**src/rtl/vga_text_renderer_pkg.sv**
```systemverilog
// Shared constants and types for the VGA text renderer.
// Holds 640x480@60 timing, text grid geometry, bus widths and colours.
package vga_text_renderer_pkg;

    localparam int VGA_H_ACTIVE = 640;
    localparam int VGA_H_FP     = 16;
    localparam int VGA_H_SYNC   = 96;
    localparam int VGA_H_BP     = 48;
    localparam int VGA_H_TOTAL  = 800;

    localparam int VGA_V_ACTIVE = 480;
    localparam int VGA_V_FP     = 10;
    localparam int VGA_V_SYNC   = 2;
    localparam int VGA_V_BP     = 33;
    localparam int VGA_V_TOTAL  = 525;

    localparam int COLS       = 80;
    localparam int ROWS       = 30;
    localparam int VRAM_AW    = 13;
    localparam int FONT_AW    = 12;
    localparam int VRAM_DEPTH = COLS * ROWS;

    localparam logic [7:0] RGB_FG = 8'hFF;
    localparam logic [7:0] RGB_BG = 8'h00;
    localparam int CURSOR_BLINK_BIT = 5;

    // Per-pixel sideband that travels alongside the memory fetches.
    typedef struct packed {
        logic       active;
        logic       hs;
        logic       vs;
        logic       cursor;
        logic [2:0] hx;
    } side_t;

endpackage

```
**src/rtl/vga_text_renderer_if.sv**
```systemverilog
// Memory-side bus of the renderer: VRAM and font ROM read ports.
// master: renderer (drives addresses); slave: memories (return data).
interface vga_text_renderer_if;

    logic [vga_text_renderer_pkg::VRAM_AW-1:0] vram_addr;
    logic [7:0]                                vram_data;
    logic [vga_text_renderer_pkg::FONT_AW-1:0] font_addr;
    logic [7:0]                                font_data;

    modport master (
        output vram_addr,
        output font_addr,
        input  vram_data,
        input  font_data
    );

    modport slave (
        input  vram_addr,
        input  font_addr,
        output vram_data,
        output font_data
    );

endinterface

```
**src/rtl/vga_timing_gen.sv**
```systemverilog
// VGA counter stage: h/v counters, raw active/sync flags, blink counter.
// Ports: clk, rst in; h_cnt, row, gy, active, hs, vs, blink, frame_start out.
module vga_timing_gen #(
    parameter int H_ACTIVE  = 640,
    parameter int H_FP      = 16,
    parameter int H_SYNC    = 96,
    parameter int H_BP      = 48,
    parameter int V_ACTIVE  = 480,
    parameter int V_FP      = 10,
    parameter int V_SYNC    = 2,
    parameter int V_BP      = 33,
    parameter int BLINK_BIT = 5
) (
    input  logic       clk,
    input  logic       rst,
    output logic [9:0] h_cnt,
    output logic [4:0] row,
    output logic [3:0] gy,
    output logic       active,
    output logic       hs,
    output logic       vs,
    output logic       blink,
    output logic       frame_start
);

    localparam int H_TOTAL = H_ACTIVE + H_FP + H_SYNC + H_BP;
    localparam int V_TOTAL = V_ACTIVE + V_FP + V_SYNC + V_BP;

    localparam logic [9:0] H_LAST = 10'(H_TOTAL - 1);
    localparam logic [9:0] H_ACT  = 10'(H_ACTIVE);
    localparam logic [9:0] HS_BEG = 10'(H_ACTIVE + H_FP);
    localparam logic [9:0] HS_END = 10'(H_ACTIVE + H_FP + H_SYNC);
    localparam logic [9:0] V_LAST = 10'(V_TOTAL - 1);
    localparam logic [9:0] V_ACT  = 10'(V_ACTIVE);
    localparam logic [9:0] VS_BEG = 10'(V_ACTIVE + V_FP);
    localparam logic [9:0] VS_END = 10'(V_ACTIVE + V_FP + V_SYNC);

    logic [9:0] v_cnt;
    logic [7:0] blink_cnt;

    always_ff @(posedge clk or posedge rst) begin
        if (rst) begin
            h_cnt     <= '0;
            v_cnt     <= '0;
            blink_cnt <= '0;
        end else if (h_cnt == H_LAST) begin
            h_cnt <= '0;
            if (v_cnt == V_LAST) begin
                v_cnt     <= '0;
                blink_cnt <= blink_cnt + 8'd1;
            end else begin
                v_cnt <= v_cnt + 10'd1;
            end
        end else begin
            h_cnt <= h_cnt + 10'd1;
        end
    end

    assign row    = v_cnt[8:4];
    assign gy     = v_cnt[3:0];
    assign active = (h_cnt < H_ACT) && (v_cnt < V_ACT);
    assign hs     = (h_cnt >= HS_BEG) && (h_cnt < HS_END);
    assign vs     = (v_cnt >= VS_BEG) && (v_cnt < VS_END);
    assign blink  = blink_cnt[BLINK_BIT];

    // Gated by rst so the pulse is low while held in reset and
    // appears in the very first cycle after release.
    assign frame_start = !rst && (h_cnt == 10'd0) && (v_cnt == 10'd0);

endmodule

```
**src/rtl/vga_text_renderer.sv**
```systemverilog
// Text-mode VGA renderer: VRAM -> font ROM -> RGB332, 5-cycle pipeline.
// Ports: clk, rst, mem (VRAM/font bus), cursor_addr/en in; hsync, vsync, rgb, frame_start out.
module vga_text_renderer
    import vga_text_renderer_pkg::*;
#(
    parameter int H_ACTIVE        = VGA_H_ACTIVE,
    parameter int H_FP            = VGA_H_FP,
    parameter int H_SYNC          = VGA_H_SYNC,
    parameter int H_BP            = VGA_H_BP,
    parameter int V_ACTIVE        = VGA_V_ACTIVE,
    parameter int V_FP            = VGA_V_FP,
    parameter int V_SYNC          = VGA_V_SYNC,
    parameter int V_BP            = VGA_V_BP,
    parameter logic [7:0] FG      = RGB_FG,
    parameter logic [7:0] BG      = RGB_BG,
    parameter int BLINK_BIT       = CURSOR_BLINK_BIT
) (
    input  logic               clk,
    input  logic               rst,
    vga_text_renderer_if.master mem,
    input  logic [VRAM_AW-1:0] cursor_addr,
    input  logic               cursor_en,
    output logic               hsync,
    output logic               vsync,
    output logic [7:0]         rgb,
    output logic               frame_start
);

    logic [9:0] h_cnt;
    logic [4:0] row;
    logic [3:0] gy;
    logic       raw_active;
    logic       raw_hs;
    logic       raw_vs;
    logic       blink;

    vga_timing_gen #(
        .H_ACTIVE  (H_ACTIVE),
        .H_FP      (H_FP),
        .H_SYNC    (H_SYNC),
        .H_BP      (H_BP),
        .V_ACTIVE  (V_ACTIVE),
        .V_FP      (V_FP),
        .V_SYNC    (V_SYNC),
        .V_BP      (V_BP),
        .BLINK_BIT (BLINK_BIT)
    ) u_timing (
        .clk         (clk),
        .rst         (rst),
        .h_cnt       (h_cnt),
        .row         (row),
        .gy          (gy),
        .active      (raw_active),
        .hs          (raw_hs),
        .vs          (raw_vs),
        .blink       (blink),
        .frame_start (frame_start)
    );

    logic [6:0]         col;
    logic [VRAM_AW-1:0] cell_addr;
    logic               cur_hit;

    assign col = h_cnt[9:3];

    // row*80 as row*64 + row*16, no multiplier.
    assign cell_addr = {2'b00, row, 6'b0}
                     + {4'b0000, row, 4'b0}
                     + {6'b0, col};

    // Underline covers the last two glyph rows of the cell.
    assign cur_hit = cursor_en
                  && raw_active
                  && (cell_addr == cursor_addr)
                  && (cursor_addr < VRAM_AW'(VRAM_DEPTH))
                  && (gy[3:1] == 3'b111)
                  && !blink;

    side_t      s1, s2, s3, s4;
    logic [3:0] gy1, gy2;

    always_ff @(posedge clk or posedge rst) begin
        if (rst) begin
            s1            <= '0;
            s2            <= '0;
            s3            <= '0;
            s4            <= '0;
            gy1           <= '0;
            gy2           <= '0;
            mem.vram_addr <= '0;
            mem.font_addr <= '0;
            hsync         <= 1'b1;
            vsync         <= 1'b1;
            rgb           <= '0;
        end else begin
            s1 <= '{active: raw_active, hs: raw_hs, vs: raw_vs,
                    cursor: cur_hit, hx: h_cnt[2:0]};
            gy1           <= gy;
            mem.vram_addr <= raw_active ? cell_addr : '0;

            s2  <= s1;
            gy2 <= gy1;

            s3            <= s2;
            mem.font_addr <= {mem.vram_data, gy2};

            s4 <= s3;

            hsync <= ~s4.hs;
            vsync <= ~s4.vs;
            // Bit 7 is the leftmost pixel, so index with 7-hx == ~hx.
            if (!s4.active)
                rgb <= 8'h00;
            else if (s4.cursor || mem.font_data[~s4.hx])
                rgb <= FG;
            else
                rgb <= BG;
        end
    end

endmodule

```
**src/flat_wrapper.sv**
```systemverilog
// flat-port wrapper written by rule: the top's interface ports become plain ports
module vga_text_renderer_flat import vga_text_renderer_pkg::*;
#(
    parameter int H_ACTIVE        = VGA_H_ACTIVE,
    parameter int H_FP            = VGA_H_FP,
    parameter int H_SYNC          = VGA_H_SYNC,
    parameter int H_BP            = VGA_H_BP,
    parameter int V_ACTIVE        = VGA_V_ACTIVE,
    parameter int V_FP            = VGA_V_FP,
    parameter int V_SYNC          = VGA_V_SYNC,
    parameter int V_BP            = VGA_V_BP,
    parameter logic [7:0] FG      = RGB_FG,
    parameter logic [7:0] BG      = RGB_BG,
    parameter int BLINK_BIT       = CURSOR_BLINK_BIT
)
  (clk, rst, cursor_addr, cursor_en, hsync, vsync, rgb, frame_start, mem_vram_addr, mem_font_addr, mem_vram_data, mem_font_data);
  vga_text_renderer_if mem_i ();
  input  logic clk;
  input  logic rst;
  input  logic [VRAM_AW-1:0] cursor_addr;
  input  logic cursor_en;
  output logic hsync;
  output logic vsync;
  output logic [7:0] rgb;
  output logic frame_start;
  output wire logic [$bits(mem_i.vram_addr)-1:0] mem_vram_addr;
  output wire logic [$bits(mem_i.font_addr)-1:0] mem_font_addr;
  input wire logic [$bits(mem_i.vram_data)-1:0] mem_vram_data;
  input wire logic [$bits(mem_i.font_data)-1:0] mem_font_data;
  assign mem_vram_addr = mem_i.vram_addr;
  assign mem_font_addr = mem_i.font_addr;
  assign mem_i.vram_data = mem_vram_data;
  assign mem_i.font_data = mem_font_data;
  vga_text_renderer #(.H_ACTIVE(H_ACTIVE), .H_FP(H_FP), .H_SYNC(H_SYNC), .H_BP(H_BP), .V_ACTIVE(V_ACTIVE), .V_FP(V_FP), .V_SYNC(V_SYNC), .V_BP(V_BP), .FG(FG), .BG(BG), .BLINK_BIT(BLINK_BIT)) u_core (.clk(clk), .rst(rst), .mem(mem_i), .cursor_addr(cursor_addr), .cursor_en(cursor_en), .hsync(hsync), .vsync(vsync), .rgb(rgb), .frame_start(frame_start));
endmodule
```
**config.mk**
```make
export PLATFORM = sky130hd
export DESIGN_NAME = vga_text_renderer_flat
export DESIGN_NICKNAME = d
export VERILOG_FILES = /design/src/rtl/vga_text_renderer_pkg.sv /design/src/rtl/vga_text_renderer_if.sv /design/src/rtl/vga_timing_gen.sv /design/src/rtl/vga_text_renderer.sv /design/src/flat_wrapper.sv
export SDC_FILE = /design/constraint.sdc
export NUM_CORES = 1
export LEC_CHECK = 0
export ABC_AREA = 0
export BUFFER_PORTS_ARGS = -buffer_cell sky130_fd_sc_hd__buf_2
export CAP_MARGIN = 40
export CORE_ASPECT_RATIO = 1.75
export CORE_MARGIN = 5
export CORE_UTILIZATION = 50
export CTS_CLUSTER_DIAMETER = 50
export CTS_CLUSTER_SIZE = 28
export DETAILED_ROUTE_END_ITERATION = 7
export PLACE_DENSITY = 0.73
export SLEW_MARGIN = 20
export SYNTH_ARGS = -nofsm -noshare
export SYNTH_HDL_FRONTEND = slang
export SYNTH_SLANG_ARGS = --single-unit
```
**constraint.sdc**
```tcl
create_clock -name clk -period 3.63 [get_ports clk]
set_clock_uncertainty 0.1 [all_clocks]
set_input_delay 0.1815 -clock clk [delete_from_list [all_inputs] [get_ports clk]]
set_output_delay 0.1815 -clock clk [all_outputs]
set_load 0.005 [all_outputs]
```
==> results of run 1 <==
==> layer usage <==
| metal | GRT usage [%] | up-vias | share of wire (%) |
|---|---|---|---|
| li1 | - | 1135 | - |
| met1 | 20.4 | 1128 | 41 |
| met2 | 26.6 | 59 | 51 |
| met3 | 3.50 | 13 | 6.0 |
| met4 | 8.69 | 0 | 2.5 |
| met5 | 0 | - | 0 |
==> cells in the mapped netlist (2+ instances only) <==
cell type and number:
a21o_1 2, a21oi_1 6, and2_1 5, buf_4 7, buf_6 2, clkbuf_1 5
dfrtp_1 88, dfstp_2 2, fa_1 2, ha_1 11, inv_1 15, mux2_2 2
mux4_2 2, nand2_1 16, nand2b_1 3, nand3_1 9, nand3_2 2, nand3b_1 3
nand4_1 6, nor2_1 20, nor2b_1 3, nor3_1 7, nor4_1 6, o21a_1 2
o21ai_0 11, o21bai_1 2, o31ai_1 2, xnor2_1 18, xor2_1 15
==> where the power goes <==
group | switching, mW | internal (mW) | total, mW
clock network | 0.390 | 0.492 | 0.881
logic | 0.0369 | 0.0359 | 0.0728
registers | 0.00183 | 1.01 | 1.01
total | 0.428 | 1.54 | 1.96
==> worst register-to-register path: cells and delay by family, from the launching register on <==
kind	cells	cell delay, ps
adders and majority gates	2	610
xor gates and xnor gates	3	530
and+or+nand+nor	1	480
DFF	1	470
AOI/OAI and AO/OA	1	350
buffers and inverters	1	60
==> layout make-up <==
type	instances	area, um2
Fill cell	573	2750
Sequential cell	90	2250
Multi-Input combinational cell	173	1260
Timing Repair Buffer	79	460
Clock buffer	10	239
Tap cell	86	108
Inverter	15	57.6
Clock inverter	6	47.5
==> sequential cells by signal, indices dropped and copies added, names as in the netlist <==
register / count
u_core.s2: 7
u_core.s1: 7
u_core.vsync: 1
u_core.hsync: 1
u_core.s4: 7
u_core.u_timing.h_cnt: 10
u_core.mem.font_addr: 12
u_core.rgb: 1
u_core.u_timing.v_cnt: 10
u_core.s3: 7
u_core.mem.vram_addr: 13
u_core.gy2: 4
u_core.gy1: 4
u_core.u_timing.blink_cnt: 6
==> path summary, 6_finish.rpt <==
check,to,depth (start not counted)
hold / removal,u_core.s1[3],3
hold reg to reg,u_core.s3[6],0
setup / recovery,u_core.s1[3],8
setup reg to reg,u_core.s1[3],8
max in group asynchronous,u_core.hsync,5
min in group asynchronous,u_core.u_timing.h_cnt[6],3
==> timing repair <==
item                                   CTS  global route
setup endpoints to repair                0             0
endpoints found under the hold margin   50             0
hold buffers                             9             0
==> logic make-up after synthesis <==
| group | share of synthesized area (%) |
|---|---|
| adder cells (fa/ha/maj) | 4.84 |
| buffers and inverters | 4.23 |
| AO/OA/AOI/OAI | 5.28 |
| AND/OR/NAND/NOR | 13.8 |
| flip-flops | 61.4 |
| multiplexers | 1.84 |
| XOR/XNOR | 8.49 |
| other | 0.102 |
==> flow_metrics.env, run 1 <==
export IMPL_outcome="complete, no violations"
export IMPL_drt_antenna_violating_nets=0
export IMPL_die_area_mm2=0.00922
export IMPL_start_kind="register"
export IMPL_cts_root_buffer="clkbuf_16"
export IMPL_arrival_ps=2860
export IMPL_die_x_um=74.8
export IMPL_finalInstanceArea_mm2=0.00443
export IMPL_ir_drop_mv=0.223
export IMPL_yosysTopAreaCell="dfrtp_1"
export IMPL_drcViolationCount=0
export IMPL_synth_top_area_share_pct=60.0
export IMPL_worst_slew_pin_slew_ps=588
export IMPL_cp_max_fo=7
export IMPL_gr_total_overflow=0
export IMPL_critPathRequiredTime_ps=3750
export IMPL_diodes=0
export IMPL_fin_crit_ps=2740
export IMPL_grt_setup_unrepaired="false"
export IMPL_synthTopCellsByArea="dfrtp_1 60%, xnor2_1 4.3%, ha_1 3.7%"
export IMPL_final_core_util_pct=61.7
export IMPL_yosys_warnings=0
export IMPL_fmax_mhz=365
export IMPL_rr_startpoint="u_core.u_timing.v_cnt[6]"
export IMPL_vias_per_cell=5.09
export IMPL_rows=41
export IMPL_place_port_buffers=67
export IMPL_setup_viol=0
export IMPL_ioPinCount=68
export IMPL_antenna_found_initial=0
export IMPL_grt_pass1_vias=2332
export IMPL_synth_flop_cell="dfrtp_1"
export IMPL_track_usage_pct=16.5
export IMPL_dr_pass1_iters=4
export IMPL_crit_path_max_incr_delay_ps=480
export IMPL_cp_cell_sequence="ha_1 > inv_1 > fa_1 > xor2_1 > nor3_1 > xnor2_1 > xnor2_1 > a2111oi_0"
export IMPL_grt_pass1_wl_um=11300
export IMPL_syn_avg_cell_area_um2=12.5
export IMPL_drtIter0Drc=138
export IMPL_slowest_stage="nor3_1"
export IMPL_startpoint="u_core.u_timing.v_cnt[6]"
export IMPL_dp_hpwl_um=4920
export IMPL_power_density_mw_per_mm2=444
export IMPL_worst_slew_margin_rel_pct=60.5
export IMPL_drv_slew=0
export IMPL_dpl_cell_area_mm2=0.00403
export IMPL_htree_levels=3
export IMPL_path_buf_inv=1
export IMPL_worstHoldStart="cursor_addr[9]"
export IMPL_wire_per_inst_um=14.7
export IMPL_critPathTopFamily="adder cells"
export IMPL_die_y_um=123
export IMPL_crit_type="reg -> reg"
export IMPL_ys_async_sr_fraction_pct=100
export IMPL_finalNonFillerCells=459
export IMPL_setup_ws_ps=891
export IMPL_ys_seq_area_share_pct=61.4
export IMPL_power_leakage_nw=2.13
export IMPL_num_nets_final=413
export IMPL_cts_buffers=9
export IMPL_hold_viol_final=0
export IMPL_pre_cts_ws_ps=922
export IMPL_synth_area_mm2=0.00367
export IMPL_cpMostUsedCell="xnor2_1"
export IMPL_synth_seq_cells=90
export IMPL_cts_resized=0
export IMPL_area_delta_synth_final_pct=20.6
export IMPL_start_util_pct=51.1
export IMPL_synth_edf_count=0
export IMPL_syn_instance_count=293
export IMPL_hp_class="in -> reg"
export IMPL_synth_nets=338
export IMPL_cap_violations=0
export IMPL_final_common_cell="dfrtp_1"
export IMPL_whs_ps=51.0
export IMPL_synth_distinct_cells=48
export IMPL_clk_latency_ps=340
export IMPL_post_cts_setup_buffers=0
export IMPL_core_mm2=0.00718
export IMPL_grt_start_max_net_pins=46
export IMPL_setup_tns_ps=0
export IMPL_period_share_pct=75.5
export IMPL_place_congestion=0.933
export IMPL_dpl_cell_count=433
export IMPL_vias=2335
export IMPL_cts_tree="built"
export IMPL_routed_wl_um=6750
export IMPL_clock_sinks=90
export IMPL_clkTransAtPathRegs_ps=60
export IMPL_cts_path_max_buffers=2
export IMPL_most_common_layout_cells="88 x dfrtp_1, 67 x buf_2, 20 x nor2_1"
export IMPL_endpoint_kind="register"
export IMPL_r2r_setup_slack_ps=890
export IMPL_p_total_mw=1.96
export IMPL_drive_above_1_share_pct=26.5
Power figures use the tool's default switching activity.
==> inputs of run 2 (changes only) <==
==> constraint.sdc (replaced) <==
create_clock -name clk -period 2.8 [get_ports clk]
set_clock_uncertainty 0.1 [all_clocks]
set_input_delay 0.14 -clock clk [delete_from_list [all_inputs] [get_ports clk]]
set_output_delay 0.14 -clock clk [all_outputs]
set_load 0.005 [all_outputs]
==> run 2 against run 1 <==
Net effect: worst hold slack worse by 11 ps; register-to-register slack worse by 700 ps; sequential power up 30%; final cell count up 0.65%; flip-flop and latch count unchanged; power up 32%; utilization up 0.66 points; via count up 0.94%; critical path depth unchanged; sequential share of layout area down 0.49 points; combinational power up 27%; critical path type unchanged; critical endpoint unchanged; largest cell class unchanged; highest routed layer unchanged.
==> flow_metrics.env, run 2 (synthesis gave the netlist of run 1 again) <==
export IMPL_grt_start_max_net_pins=54
export IMPL_cts_tree="built"
export IMPL_antenna_found_initial=0
export IMPL_cts_root_buffer="clkbuf_16"
export IMPL_diodes=0
export IMPL_final_core_util_pct=62.3
export IMPL_most_common_layout_cells="86 x dfrtp_1, 67 x buf_2, 20 x nor2_1"
export IMPL_cts_buffers=9
export IMPL_fmax_mhz=383
export IMPL_wire_per_inst_um=15.0
export IMPL_drv_slew=0
export IMPL_routed_wl_um=6940
export IMPL_endpoint_kind="register"
export IMPL_power_leakage_nw=2.13
export IMPL_power_density_mw_per_mm2=581
export IMPL_worst_slew_margin_rel_pct=55.9
export IMPL_r2r_end="u_core.s1[3]"
export IMPL_area_delta_synth_final_pct=21.9
export IMPL_drt_antenna_violating_nets=0
export IMPL_clock_sinks=90
export IMPL_dp_hpwl_um=4970
export IMPL_worst_slew_pin_slew_ps=661
export IMPL_track_usage_pct=17.0
export IMPL_pre_cts_ws_ps=115
export IMPL_die_y_um=123
export IMPL_crit_end="u_core.s1[3]"
export IMPL_start_kind="register"
export IMPL_vias_per_cell=5.10
export IMPL_htree_levels=3
export IMPL_finalNonFillerCells=462
export IMPL_r2r_cells=8
export IMPL_die_x_um=74.8
export IMPL_grt_pass1_vias=2487
export IMPL_dpl_cell_area_mm2=0.00407
export IMPL_cpMostUsedCell="xnor2_1"
export IMPL_cp_max_fo=7
export IMPL_dpl_cell_count=436
export IMPL_core_mm2=0.00718
export IMPL_r2r_setup_slack_ps=190
export IMPL_start_util_pct=51.1
export IMPL_reg_top3="u_core.mem.vram_addr (13), u_core.mem.font_addr (12)"
export IMPL_crit_type="reg -> reg"
export IMPL_gr_total_overflow=0
export IMPL_fin_crit_ps=2610
export IMPL_drive_above_1_share_pct=27.9
export IMPL_ir_drop_mv=0.329
export IMPL_grt_pass1_wl_um=11600
export IMPL_num_nets_final=416
export IMPL_startpoint="u_core.u_timing.v_cnt[4]"
export IMPL_dr_pass1_iters=4
export IMPL_setup_viol=0
export IMPL_p_total_mw=2.60
export IMPL_whs_ps=40.5
export IMPL_critPathRequiredTime_ps=2930
export IMPL_clkTransAtPathRegs_ps=60
export IMPL_rows=41
export IMPL_largest_register_ff_count=13
export IMPL_cts_path_max_buffers=2
export IMPL_vias=2357
export IMPL_grt_setup_unrepaired="false"
export IMPL_place_port_buffers=67
export IMPL_finalInstanceArea_mm2=0.00448
export IMPL_outcome="complete, no violations"
export IMPL_hold_viol_final=0
export IMPL_clk_latency_ps=340
export IMPL_cap_violations=0
export IMPL_die_area_mm2=0.00922
export IMPL_arrival_ps=2730
export IMPL_ioPinCount=68
export IMPL_drcViolationCount=0
export IMPL_setup_ws_ps=192
export IMPL_place_congestion=0.893
export IMPL_crit_path_max_incr_delay_ps=470
export IMPL_slowest_stage="fa_1"
export IMPL_rr_startpoint="u_core.u_timing.v_cnt[4]"
export IMPL_setup_tns_ps=0
export IMPL_drtIter0Drc=133
export IMPL_cp_cell_sequence="ha_1 > inv_1 > fa_1 > o21bai_1 > xnor2_1 > xnor2_1 > a2111o_1 > a2111oi_2"
export IMPL_regMostFlops="u_core.mem.vram_addr"
export IMPL_hp_class="in -> reg"
export IMPL_period_share_pct=93.1
export IMPL_final_common_cell="dfrtp_1"
run 2: cell count changes in the layout (fill, tap and decap cells not counted), sizes merged:
| cell | before | now |
|---|---|---|
| clkinv | 3 | 2 |
| clkinvlp | 0 | 3 |
| buf | 70 | 73 |
| bufinv | 0 | 1 |
| clkbuf | 10 | 9 |
| inv | 18 | 16 |
run 2: area by class of cell:
cell class	instances	area, um2
inverter	15	57.6
timing repair buffer	82	483
sequential	90	2260
clock buffer	9	225
multi-input combinational	173	1270
tap	86	108
clock inverter	7	77.6
fill	553	2710
run 2: what timing repair did:
action | CTS | global route
resized for setup | 0 | 4
endpoints found under the hold margin | 44 | 0
endpoints found under the setup margin | 0 | 1
hold buffers | 9 | 0
buffers inserted | 0 | 1
run 2: report_power, final:
part	switching, mW	internal, mW
clock	0.500	0.698
sequential	0.00237	1.31
combinational	0.0478	0.0447
run 2: worst max-delay path, delay by kind of cell (launching register included):
family / cells / cell delay (ps)
XOR/XNOR: 2 / 350
adder cells (fa/ha/maj): 2 / 710
flip-flops: 1 / 460
AO/OA/AOI/OAI: 3 / 820
buffers and inverters: 1 / 70
run 2: per-layer routing:
layer | up-vias | global-route usage, % | routed length, um
li1 | 1137 | - | -
met1 | 1136 | 20.3 | 2730
met2 | 66 | 28.0 | 3590
met3 | 18 | 3.74 | 416
met4 | 0 | 9.35 | 204
met5 | - | 0 | 0
run 2: worst min path at each step:
| stage | cells past startpoint | from | slack, ps | end |
|---|---|---|---|---|
| floorplan | 0 | mem_vram_data[6] | 70 | u_core.mem.font_addr[10] |
| global placement | 1 | mem_vram_data[4] | 150 | u_core.mem.font_addr[8] |
| detailed placement | 1 | mem_vram_data[4] | 150 | u_core.mem.font_addr[8] |
| CTS | 3 | cursor_addr[9] | 10 | u_core.s1[3] |
| global route | 3 | cursor_addr[10] | 40 | u_core.s1[3] |
| finish | 3 | cursor_addr[10] | 40 | u_core.s1[3] |
==> inputs of run 3 (changes only) <==
--- a/config.mk
+++ b/config.mk
@@ -7,13 +7,14 @@
 export LEC_CHECK = 0
 export ABC_AREA = 0
 export BUFFER_PORTS_ARGS = -buffer_cell sky130_fd_sc_hd__buf_2
-export CAP_MARGIN = 40
+export CAP_MARGIN = 20
 export CORE_ASPECT_RATIO = 1.75
 export CORE_MARGIN = 5
 export CORE_UTILIZATION = 50
 export CTS_CLUSTER_DIAMETER = 50
 export CTS_CLUSTER_SIZE = 28
 export DETAILED_ROUTE_END_ITERATION = 7
+export HOLD_SLACK_MARGIN = 0.1
 export PLACE_DENSITY = 0.73
 export SLEW_MARGIN = 20
 export SYNTH_ARGS = -nofsm -noshare
==> run 3 against run 2 <==
Net effect: die area stayed put; power is 0.15% higher; sequential share of layout area is 0.34 points lower; non-clock buffer count is 3 higher; global-route usage is 0.12 points higher; sequential power hardly changed; final cell count is 0.65% higher; critical path type unchanged; critical endpoint unchanged.
==> flow_metrics.env, run 3 (synthesis gave the netlist of run 1 again) <==
export IMPL_crit_end="u_core.s1[3]"
export IMPL_arrival_ps=2740
export IMPL_r2r_end="u_core.s1[3]"
export IMPL_vias_per_cell=5.11
export IMPL_fin_crit_ps=2610
export IMPL_dr_pass1_iters=4
export IMPL_seqPwrFrac_pct=50.3
export IMPL_regMostFlops="u_core.mem.vram_addr"
export IMPL_ir_drop_mv=0.329
export IMPL_cts_path_max_buffers=2
export IMPL_cts_tree="built"
export IMPL_clkTransAtPathRegs_ps=60
export IMPL_htree_levels=3
export IMPL_reg_top3="u_core.mem.vram_addr (13), u_core.mem.font_addr (12)"
export IMPL_start_util_pct=51.1
export IMPL_track_usage_pct=17.2
export IMPL_power_leakage_nw=2.15
export IMPL_cp_max_fo=7
export IMPL_n_fill_cell=550
export IMPL_die_y_um=123
export IMPL_setup_tns_ps=0
export IMPL_area_delta_synth_final_pct=22.7
export IMPL_hp_class="in -> reg"
export IMPL_r2r_cells=8
export IMPL_die_x_um=74.8
export IMPL_endpoint_kind="register"
export IMPL_drive_above_1_share_pct=27.7
export IMPL_vias=2375
export IMPL_worst_slew_margin_rel_pct=56.3
export IMPL_clkPwrFrac_pct=46.1
export IMPL_hold_viol_final=0
export IMPL_antenna_found_initial=0
export IMPL_drv_slew=0
export IMPL_num_nets_final=419
export IMPL_outcome="complete, no violations"
export IMPL_swShare_pct=21.2
export IMPL_switchingPower_mw=0.552
export IMPL_worst_slew_pin_slew_ps=655
export IMPL_drcViolationCount=0
export IMPL_wire_per_inst_um=15.0
export IMPL_largest_register_ff_count=13
export IMPL_fmax_mhz=383
export IMPL_whs_ps=132
export IMPL_routed_wl_um=6950
export IMPL_start_kind="register"
export IMPL_rr_startpoint="u_core.u_timing.v_cnt[4]"
export IMPL_r2r_setup_slack_ps=190
export IMPL_die_area_mm2=0.00922
export IMPL_cap_violations=0
export IMPL_dp_hpwl_um=4970
export IMPL_ioPinCount=68
export IMPL_gr_total_overflow=0
export IMPL_cts_root_buffer="clkbuf_16"
export IMPL_grt_setup_unrepaired="false"
export IMPL_final_common_cell="dfrtp_1"
export IMPL_core_mm2=0.00718
export IMPL_clk_latency_ps=340
export IMPL_grt_pass1_vias=2503
export IMPL_most_common_layout_cells="86 x dfrtp_1, 67 x buf_2, 20 x nor2_1"
export IMPL_diodes=0
export IMPL_clock_sinks=90
export IMPL_pwr_share_comb_pct=3.7
export IMPL_cts_buffers=9
export IMPL_regArea_mm2=0.00226
export IMPL_grt_start_max_net_pins=54
export IMPL_startpoint="u_core.u_timing.v_cnt[4]"
export IMPL_place_port_buffers=67
export IMPL_place_congestion=0.893
export IMPL_drtIter0Drc=144
export IMPL_power_density_mw_per_mm2=578
export IMPL_multi_input_area_mm2=0.00127
export IMPL_grt_pass1_wl_um=11700
export IMPL_critPathRequiredTime_ps=2920
export IMPL_crit_type="reg -> reg"
export IMPL_period_share_pct=93.3
export IMPL_setup_viol=0
export IMPL_rows=41
export IMPL_p_int_mw=2.05
export IMPL_drt_antenna_violating_nets=0
-- run 3: cell types whose count changed in the layout (fill, tap and decap cells not counted) --
cell / delta
dlygate4sd3_1: +3
-- run 3: worst min path at each step --
stage               slack [ps]                       end        startpoint  cells after the start
finish                     130              u_core.s1[3]    cursor_addr[8]                      4
global route               140              u_core.s1[3]    cursor_addr[8]                      4
CTS                        120              u_core.s1[3]    cursor_addr[8]                      4
detailed placement         150   u_core.mem.font_addr[8]  mem_vram_data[4]                      1
global placement           150   u_core.mem.font_addr[8]  mem_vram_data[4]                      1
floorplan                   70  u_core.mem.font_addr[10]  mem_vram_data[6]                      0
-- run 3: layout make-up --
class | instances | share of cell area [%]
Sequential cell | 90 | 50.1
Multi-Input combinational cell | 173 | 28.1
Timing Repair Buffer | 85 | 11.4
Clock buffer | 9 | 5.00
Tap cell | 86 | 2.39
Clock inverter | 7 | 1.72
Inverter | 15 | 1.28
-- run 3: power groups by stage --
stage          registers [mW]  logic, mW  clock network, mW
6_report                 1.31     0.0954               1.20
5_1_grt                  1.31      0.108               1.28
4_1_cts                  1.31     0.0980               1.23
3_5_place_dp             1.33     0.0850                  0
3_3_place_gp             1.33     0.0837                  0
2_1_floorplan            1.34     0.0408                  0
-- run 3: per-layer routing --
layer  GRT usage, %  wire length (um)  vias to the layer above
met5              0                 0                        -
met4           9.35               204                        0
met3           3.74               419                       18
met2           28.2              3600                       67
met1           20.5              2730                     1144
li1               -                 -                     1146
-- run 3: stage by stage --
| step | setup slack, ps | total power, mW | cells | util, % | area (um2) |
|---|---|---|---|---|---|
| 2_1_floorplan | 228 | 1.38 | 293 | - | 3670 |
| 3_3_place_gp | 263 | 1.42 | 436 | 56.6 | 4070 |
| 3_5_place_dp | 115 | 1.42 | 436 | 56.6 | 4070 |
| 4_1_cts | 80.6 | 2.63 | 464 | 62.5 | 4490 |
| 5_1_grt | 10.1 | 2.70 | 465 | 62.7 | 4510 |
| 6_report | 189 | 2.61 | 465 | 62.7 | 4510 |
-- run 3: worst max-delay path: stages, from the launching register on --
cell and delay [ps]:
dfrtp_1 460, ha_1 240, inv_1 70, fa_1 470, o21bai_1 220, xnor2_1 250, xnor2_1 100, a2111o_1 400
a2111oi_2 210
-- run 3: timing repair --
item | in CTS | in global routing
buffers inserted | 0 | 1
hold endpoints to repair | 45 | 0
resized for setup | 0 | 4
hold buffers | 12 | 0
endpoints found under the setup margin | 0 | 1
